`src/rtl/irq_controller_pkg.sv`:
```
// Shared definitions for the interrupt controller: FSM encodings,
// the "no vector" value and the source-count limit.
package irq_controller_pkg;

    typedef enum logic [1:0] {
        IDLE    = 2'd0,
        REQ     = 2'd1,
        SERVICE = 2'd2
    } irq_state_t;

    localparam logic [7:0] IRQ_VEC_NONE = 8'h00;
    localparam int         IRQ_MAX_SRC  = 8;

    // Width of a source index; at least one bit even for a single source.
    function automatic int idx_w(input int n);
        return (n > 1) ? $clog2(n) : 1;
    endfunction

endpackage

```
`src/rtl/irq_prio_encoder.sv`:
```
// Priority search over the eligible sources, starting at a given index
// and wrapping at NUM_SRC; reports the first hit and whether one exists.
module irq_prio_encoder
    import irq_controller_pkg::*;
#(
    parameter int NUM_SRC = 4,
    parameter int IW      = idx_w(NUM_SRC)
) (
    input  logic [NUM_SRC-1:0] eligible,
    input  logic [IW-1:0]      start,
    output logic [IW-1:0]      grant,
    output logic               valid
);

    int idx;

    // Walk the sources from start upward, first eligible one wins.
    always_comb begin
        grant = '0;
        valid = 1'b0;
        idx   = 0;
        for (int k = 0; k < NUM_SRC; k++) begin
            idx = (int'(start) + k) % NUM_SRC;
            if (!valid && eligible[idx]) begin
                valid = 1'b1;
                grant = IW'(idx);
            end
        end
    end

endmodule

```
`src/rtl/irq_controller.sv`:
```
// Interrupt controller: edge-detected pending latch, mask, priority grant
// and req/ack/eoi handshake. Define IRQ_ROTATE_EN for rotating priority.
module irq_controller
    import irq_controller_pkg::*;
#(
    parameter int         NUM_SRC  = 4,
    parameter logic [7:0] VEC_BASE = 8'h10
) (
    input  logic               clock,
    input  logic               reset,
    input  logic [NUM_SRC-1:0] irq,
    input  logic               mask_wr,
    input  logic [7:0]         mask_data,
    input  logic               ack,
    input  logic               eoi,
    output logic               int_out,
    output logic [7:0]         vector,
    output logic [NUM_SRC-1:0] pending,
    output logic               busy
);

    localparam int IW = idx_w(NUM_SRC);

    irq_state_t         state;
    logic [NUM_SRC-1:0] irq_q;
    logic [NUM_SRC-1:0] mask;
    logic [NUM_SRC-1:0] rise;
    logic [NUM_SRC-1:0] eligible;
    logic [NUM_SRC-1:0] clr;
    logic [NUM_SRC-1:0] pending_nxt;
    logic [IW-1:0]      start;
    logic [IW-1:0]      grant;
    logic               valid;
    logic               take;
    logic               unused_mask;

    // Mask bits above the implemented sources are don't-care.
    assign unused_mask = ^mask_data;

    assign rise     = irq & ~irq_q;
    assign eligible = pending & ~mask;
    assign take     = (state == REQ) && ack && valid;

    irq_prio_encoder #(
        .NUM_SRC (NUM_SRC),
        .IW      (IW)
    ) u_prio (
        .eligible (eligible),
        .start    (start),
        .grant    (grant),
        .valid    (valid)
    );

`ifdef IRQ_ROTATE_EN
    logic [IW-1:0] last_served;

    assign start = (last_served == IW'(NUM_SRC - 1)) ?
                   '0 : last_served + 1'b1;

    // Remember the most recently granted source for round-robin search.
    always_ff @(posedge clock or posedge reset) begin
        if (reset) begin
            last_served <= '0;
        end else if (take) begin
            last_served <= grant;
        end
    end
`else
    assign start = '0;
`endif

    // Clear the granted bit; a fresh edge on the same bit still sets it.
    always_comb begin
        clr = '0;
        if (take) begin
            clr[grant] = 1'b1;
        end
        pending_nxt = (pending & ~clr) | rise;
    end

    // Edge detect, pending/mask registers and the handshake FSM.
    always_ff @(posedge clock or posedge reset) begin
        if (reset) begin
            state   <= IDLE;
            irq_q   <= '0;
            pending <= '0;
            mask    <= '1;
            int_out <= 1'b0;
            vector  <= IRQ_VEC_NONE;
            busy    <= 1'b0;
        end else begin
            irq_q   <= irq;
            pending <= pending_nxt;
            if (mask_wr) begin
                mask <= mask_data[NUM_SRC-1:0];
            end
            unique case (state)
                IDLE: begin
                    int_out <= 1'b0;
                    if (eligible != '0) begin
                        state   <= REQ;
                        int_out <= 1'b1;
                    end
                end
                REQ: begin
                    if (take) begin
                        state   <= SERVICE;
                        int_out <= 1'b0;
                        vector  <= VEC_BASE + 8'(grant);
                        busy    <= 1'b1;
                    end else if (!valid) begin
                        state   <= IDLE;
                        int_out <= 1'b0;
                    end
                end
                SERVICE: begin
                    int_out <= 1'b0;
                    if (eoi) begin
                        state  <= IDLE;
                        vector <= IRQ_VEC_NONE;
                        busy   <= 1'b0;
                    end
                end
                default: begin
                    state   <= IDLE;
                    int_out <= 1'b0;
                end
            endcase
        end
    end

endmodule

```
`config.mk`:
```
export PLATFORM = sky130hd
export DESIGN_NAME = irq_controller
export DESIGN_NICKNAME = d
export VERILOG_FILES = /design/src/rtl/irq_controller_pkg.sv /design/src/rtl/irq_prio_encoder.sv /design/src/rtl/irq_controller.sv
export SDC_FILE = /design/constraint.sdc
export NUM_CORES = 1
export LEC_CHECK = 0
export ABC_AREA = 1
export CAP_MARGIN = 20
export CELL_PAD_IN_SITES_DETAIL_PLACEMENT = 1
export CELL_PAD_IN_SITES_GLOBAL_PLACEMENT = 1
export CORE_MARGIN = 10
export CORE_UTILIZATION = 36
export CTS_CLUSTER_DIAMETER = 200
export CTS_CLUSTER_SIZE = 30
export DETAILED_ROUTE_END_ITERATION = 8
export MAX_ROUTING_LAYER = met4
export PLACE_DENSITY_LB_ADDON = 0.1
export SETUP_SLACK_MARGIN = 0.5
export SLEW_MARGIN = 20
export SYNTH_ARGS = -nofsm -noshare
export SYNTH_HDL_FRONTEND = slang
export SYNTH_HIERARCHICAL = 1
export SYNTH_SLANG_ARGS = --single-unit
```
`constraint.sdc`:
```
create_clock -name clock -period 3 [get_ports clock]
set_input_delay 0.9 -clock clock [delete_from_list [all_inputs] [get_ports clock]]
set_output_delay 0.9 -clock clock [all_outputs]
set_load 0.01 [all_outputs]
```
==> flow_summary.ini, run 1 <==
[run_status]
outcome = complete, no violations

[global_route]
grt_overflow = 0
grt_usage = 0.110
grt_max_degree = 19
grt_first_pass_wirelength_um = 4760
grt_pass1_vias = 1088
antenna_found_initial = 0
use_met2 = 0.205
grt_use_met1 = 0.119
grt.met3_usage = 0.0130
top_usage_layer = met2

[pwr]
ir_drop_uv = 318
p_leak_nw = 0.729
cellPowerDensity_nw_per_um2 = 672
total_power_w = 0.000935

[timing]
finalSetupTns_ns = 0
hold_viol_final = 0
period_needed_ns = 2.18
grt_setup_unrepaired = no
timing.fmax_mhz = 458
fin_skew_ns = 0.00108
slew_violations = 0
setup_violations = 0
min_period_over_period = 0.728
timing.hold.ws_ns = 0.427
worstMarginPinSlew_ns = 0.671
slew_headroom = 0.552

[synth]
yosysMostFrequentCell = nand2_1
syn_avg_cell_area_sq_um = 7.46
synthCells = 150
synth_top_family_by_area = simple AND/OR/NAND/NOR gates
yosysWarnings = 6
synth_ff_type = dfrtp_1
yosysSeqAreaShare = 0.407
synthMuxAreaShare = 0
synth_top_cell_by_area = dfrtp_1
synth_top_area_frac = 0.313
synth_compound_area_frac = 0.0660
synth-edff-count = 0
yosys.area_share.simple = 0.386
netlist_area_sq_um = 1120
async_flop_share = 1.00
yosys.cell_types.count = 21
synth-xor-area-share = 0
synth-seq-cells = 18
synthTopCellsByCount = nand2_1 (46), inv_1 (23), dfrtp_1 (14), nand2_2 (10), nand3_1 (10)
synthTopCellsByArea = dfrtp_1 (31%), nand2_1 (15%), dfstp_2 (9.4%)
synth_fa_ha_area_frac = 0

[detailed_routing]
viasPerCell = 4.62
drt_pre_antenna_iters = 5
ant_nets = 0
wl_per_cell_um = 13.4
drc = 0
initialDrtViolationCount = 37
finalWirelength_um = 2840
vias = 980

[clock_tree]
cts_hold_buf = 0
cts_buffers = 3
cts.sinks = 18
root_buffer = clkbuf_4
cts_tree = yes
path_clk_slew_ns = 0.11
htreeDepth = 1
insertion_delay_ns = 0.29
cts_buffer_depth = 2
ctsResizeCount = 0
cts_setup_buffers = 0

[place]
post-dp-hpwl_um = 2360
portBuffers = 21
globalplace.congestion = 0.769
place_area_sq_um = 1360

[finish]
multiInputGateArea_sq_um = 551
regArea_sq_um = 455
final_nets = 197
stdcell_area_sq_um = 1390
drive_gt1_frac = 0.179
fin_util = 0.463
fillerInstances = 382
num_antenna_cells = 0
syn_to_final_growth_pct = 24.4

[critical_path]
startpoint_type = flip-flop
reg2reg_depth = 15
cp.arrival_ns = 1.28
path_cells = clkdlybuf4s50_1
cpLargestDelayFamily = buffers and inverters
critPathKind = flip-flop to primary output
crit_buf_inv = 1
critical-path-slowest-cell = clkdlybuf4s50_1
crit_path_end_kind = primary output
r2r_start = mask[0]$_DFFE_PP1P_
worstPathRequired_ns = 2.10
worstPathMaxFanout = 3
reg2reg_to = pending[2]$_DFF_PP0_
cpPeakStageDelay_ns = 0.57
ff2ff_setup_slack_ns = 1.00

[die]
die_area_sq_um = 5740
core_area_sq_um = 3000
dieWidth_um = 75.7
rows = 20
die_height_um = 75.7
initial_core_util = 0.373
io_pins = 31

[job]
maxCapViolCount = 0

[hold_path]
hp-start = irq_q[1]$_DFF_PP0_
worstHoldPathCells = 1
hold_class = flip-flop to flip-flop
hold_path_end = pending[1]$_DFF_PP0_
## final cells by class
type	count	share of cell area
repair buffers	21	0.151
flip-flops and latches	18	0.327
clock buffers	4	0.0261
inverters	26	0.0701
well taps	33	0.0297
multi-input cells	110	0.396
## per-layer routing
metal,part of all wire,vias up
li1,-,499
met1,0.42,452
met2,0.54,21
met3,0.020,8
met4,0.019,0
met5,0,-
## cell families (layout without fill, tap and decap cells)
kind of cell,count (synthesis),in the layout
AND/OR/NAND/NOR,84,84
other,1,12
buffers and inverters,33,51
AO/OA/AOI/OAI,14,14
flip-flops,18,18
## state kept, by name, indices dropped and copies added (netlist names)
| signal | flops |
|---|---|
| irq_q | 4 |
| mask | 4 |
| pending | 4 |
| vector | 3 |
| state | 2 |
| int_out | 1 |
## cells in the final DEF (no fill, tap or decap), drive strengths merged
cell	n
a21oi	1
clkbuf	4
clkdlybuf4s50	21
conb	12
dfrtp	14
dfstp	4
inv	26
nand2	60
nand3	13
nand3b	2
nand4	2
nor2	7
o21ai	13
## worst max path at each step
stage                               startpoint                   end  slack, ns  depth (start not counted)
after floorplan            mask[0]$_DFFE_PP1P_  pending[1]$_DFF_PP0_       1.32                         17
after CTS                 pending[0]$_DFF_PP0_            pending[0]       0.80                          1
after global routing       mask[2]$_DFFE_PP1P_  pending[1]$_DFF_PP0_       0.77                         17
after global placement                     ack  pending[0]$_DFF_PP0_       1.02                          6
after detailed placement                   ack  pending[0]$_DFF_PP0_       1.01                          6
final                     pending[0]$_DFF_PP0_            pending[0]       0.82                          1
## where the power goes
| group | total, W | internal, W | switching, W | leakage, nW |
|---|---|---|---|---|
| logic | 0.000431 | 0.000182 | 0.000249 | 0.509 |
| registers | 0.000354 | 0.000307 | 0.0000470 | 0.199 |
| clock network | 0.000151 | 0.0000739 | 0.0000774 | 0.0210 |
| total | 0.000935 | 0.000563 | 0.000373 | 0.729 |
## through the flow
| stage | cells | setup WS [ns] |
|---|---|---|
| finish | 212 | 0.816 |
| global route | 212 | 0.766 |
| CTS | 212 | 0.798 |
| detailed placement | 208 | 1.01 |
| global placement | 208 | 1.02 |
| floorplan | 161 | 1.32 |
Note: power is estimated with default switching activity, not from simulation.
==> run 2, diff against run 1 <==
- CORE_UTILIZATION: 36 -> 30
- clock period: 3 -> 1.7 ns (I/O delays scaled with it)
==> run 2 against run 1 <==
  * The run now ends with negative setup slack left
  * First-iteration DRC count shrank 46%
  * Sequential share of layout area shrank 8.2 points
  * Clock skew grew 0.0041 ns
  * Combinational power grew to 3.0 times the previous value
  * Routed wire length grew 26%
  * Total power grew 140%
  * Clock power grew 110%
  * Global-route usage grew 0.30 points
  * Critical endpoint is now pending[3]$_DFF_PP0_
==> flow_summary.ini, run 2 (synthesized netlist as in run 1, its figures left out) <==
[run_status]
outcome = finished with violations
violations = negative setup slack

[timing]
finalSetupTns_ns = -0.472
slew_violations = 0
grt_setup_unrepaired = yes
timing.hold.ws_ns = 0.418
fin_skew_ns = 0.00514
hold_viol_final = 0
min_period_over_period = 1.08
setup_violations = 6
worst_slack_ns = -0.140
timing.fmax_mhz = 543
period_needed_ns = 1.84

[die]
io_pins = 31
dieWidth_um = 81.1
initial_core_util = 0.308
die_height_um = 81.1
die_area_sq_um = 6570
rows = 22
core_area_sq_um = 3630

[finish]
reg_top3 = irq_q: 4 flops, mask: 4 flops, pending: 4 flops
final_common_cell = nand2_1
final_cell_mix = nand2_1 (38), buf_4 (37), inv_2 (17), nand2_2 (16)
num_antenna_cells = 0
final_nets = 243
syn_to_final_growth_pct = 65.8
fillerInstances = 469
drive_gt1_frac = 0.516
fin_util = 0.510

[pwr]
p_comb_frac = 0.580
p_sw_w = 0.000839
p_clk_frac = 0.140
p_leak_nw = 0.974
pwr-share-seq = 0.280
swShare = 0.377
ir_drop_uv = 617
cellPowerDensity_nw_per_um2 = 1200
power.internal_w = 0.00138

[hold_path]
hold_class = flip-flop to flip-flop

[detailed_routing]
drt_pre_antenna_iters = 4
vias = 1177
drc = 0
finalWirelength_um = 3580
viasPerCell = 4.31
initialDrtViolationCount = 20
ant_nets = 0
wl_per_cell_um = 13.1

[global_route]
grt_overflow = 0
antenna_found_initial = 0
grt_pass1_vias = 1221
grt_max_degree = 19
grt_usage = 0.113
grt_first_pass_wirelength_um = 5620

[clock_tree]
cts_buffer_depth = 2
path_clk_slew_ns = 0.07
cts.sinks = 18
cts_hold_buf = 0
root_buffer = clkbuf_8
cts_buffers = 3
cts_tree = yes
insertion_delay_ns = 0.25
htreeDepth = 1

[critical_path]
reg2reg_to = pending[3]$_DFF_PP0_
critical_path.startpoint = mask[0]$_DFFE_PP1P_
crit_path_end_kind = flip-flop
worstPathRequired_ns = 1.84
reg2reg_depth = 16
worstPathMaxFanout = 4
cp.arrival_ns = 1.98
r2r_start = mask[0]$_DFFE_PP1P_
crit_end = pending[3]$_DFF_PP0_
critPathKind = flip-flop to flip-flop
ff2ff_setup_slack_ns = -0.14
startpoint_type = flip-flop

[place]
pre_cts_ws_ns = -0.171
globalplace.congestion = 0.734
post-dp-hpwl_um = 2480
portBuffers = 21

[job]
maxCapViolCount = 0
-- run 2: routing by layer --
metal  up-vias  wire [um]  track usage  part of all wire
li1        589          -            -                 -
met4         0         62       0.0363             0.017
met3         6         62       0.0155             0.017
met1       564       1400        0.114              0.39
met2        18       2060        0.216              0.58
met5         -          0            -                 0
-- run 2: worst min-delay path by stage --
stage,start,to,slack (ns),cells after the start
final,irq_q[1]$_DFF_PP0_,pending[1]$_DFF_PP0_,0.42,1
after global routing,irq_q[2]$_DFF_PP0_,pending[2]$_DFF_PP0_,0.45,1
after CTS,irq_q[3]$_DFF_PP0_,pending[3]$_DFF_PP0_,0.41,1
after detailed placement,irq_q[3]$_DFF_PP0_,pending[3]$_DFF_PP0_,0.41,1
after global placement,irq_q[3]$_DFF_PP0_,pending[3]$_DFF_PP0_,0.39,1
after floorplan,irq_q[1]$_DFF_PP0_,pending[1]$_DFF_PP0_,0.39,1
-- run 2: worst max-delay path, stage by stage, from the launching register on --
cell      delay (ns)
dfstp_2         0.53
inv_2           0.04
nand2_2         0.06
inv_2           0.04
inv_2           0.07
nand2_4         0.06
nand3_4         0.08
nand2_4         0.06
nor2_4          0.15
nand3_2         0.07
nand2_1         0.06
nand2_1         0.06
inv_2           0.09
nand2_1         0.05
nand3b_1        0.16
nand2_1         0.10
o21ai_2         0.06
-- run 2: repair_timing --
item                       CTS  global route
gates cloned                 0             0
setup endpoints to repair   19            19
setup buffers               22            11
pin swaps                   14            15
resized for setup           59            13
-- run 2: through the flow --
step                cells  total power [W]  cell area, sq um
floorplan             161          0.00114              1180
global placement      236          0.00148              1490
detailed placement    236          0.00152              1490
CTS                   262          0.00204              1720
global route          273          0.00240              1850
finish                273          0.00222              1850
-- run 2: layout make-up --
type,instances,area (sq um),share of cell area
multi-input cells,110,621,0.335
repair buffers,67,576,0.310
flip-flops and latches,18,455,0.246
inverters,26,97.6,0.0526
well taps,48,60.1,0.0324
clock buffers,4,45.0,0.0243
-- run 2: power groups by stage --
stage / registers (W) / logic, W / clock network, W
CTS: 0.000622 / 0.00110 / 0.000315
finish: 0.000623 / 0.00129 / 0.000310
floorplan: 0.000656 / 0.000485 / 0
global route: 0.000636 / 0.00142 / 0.000346
detailed placement: 0.000638 / 0.000880 / 0
global placement: 0.000630 / 0.000854 / 0
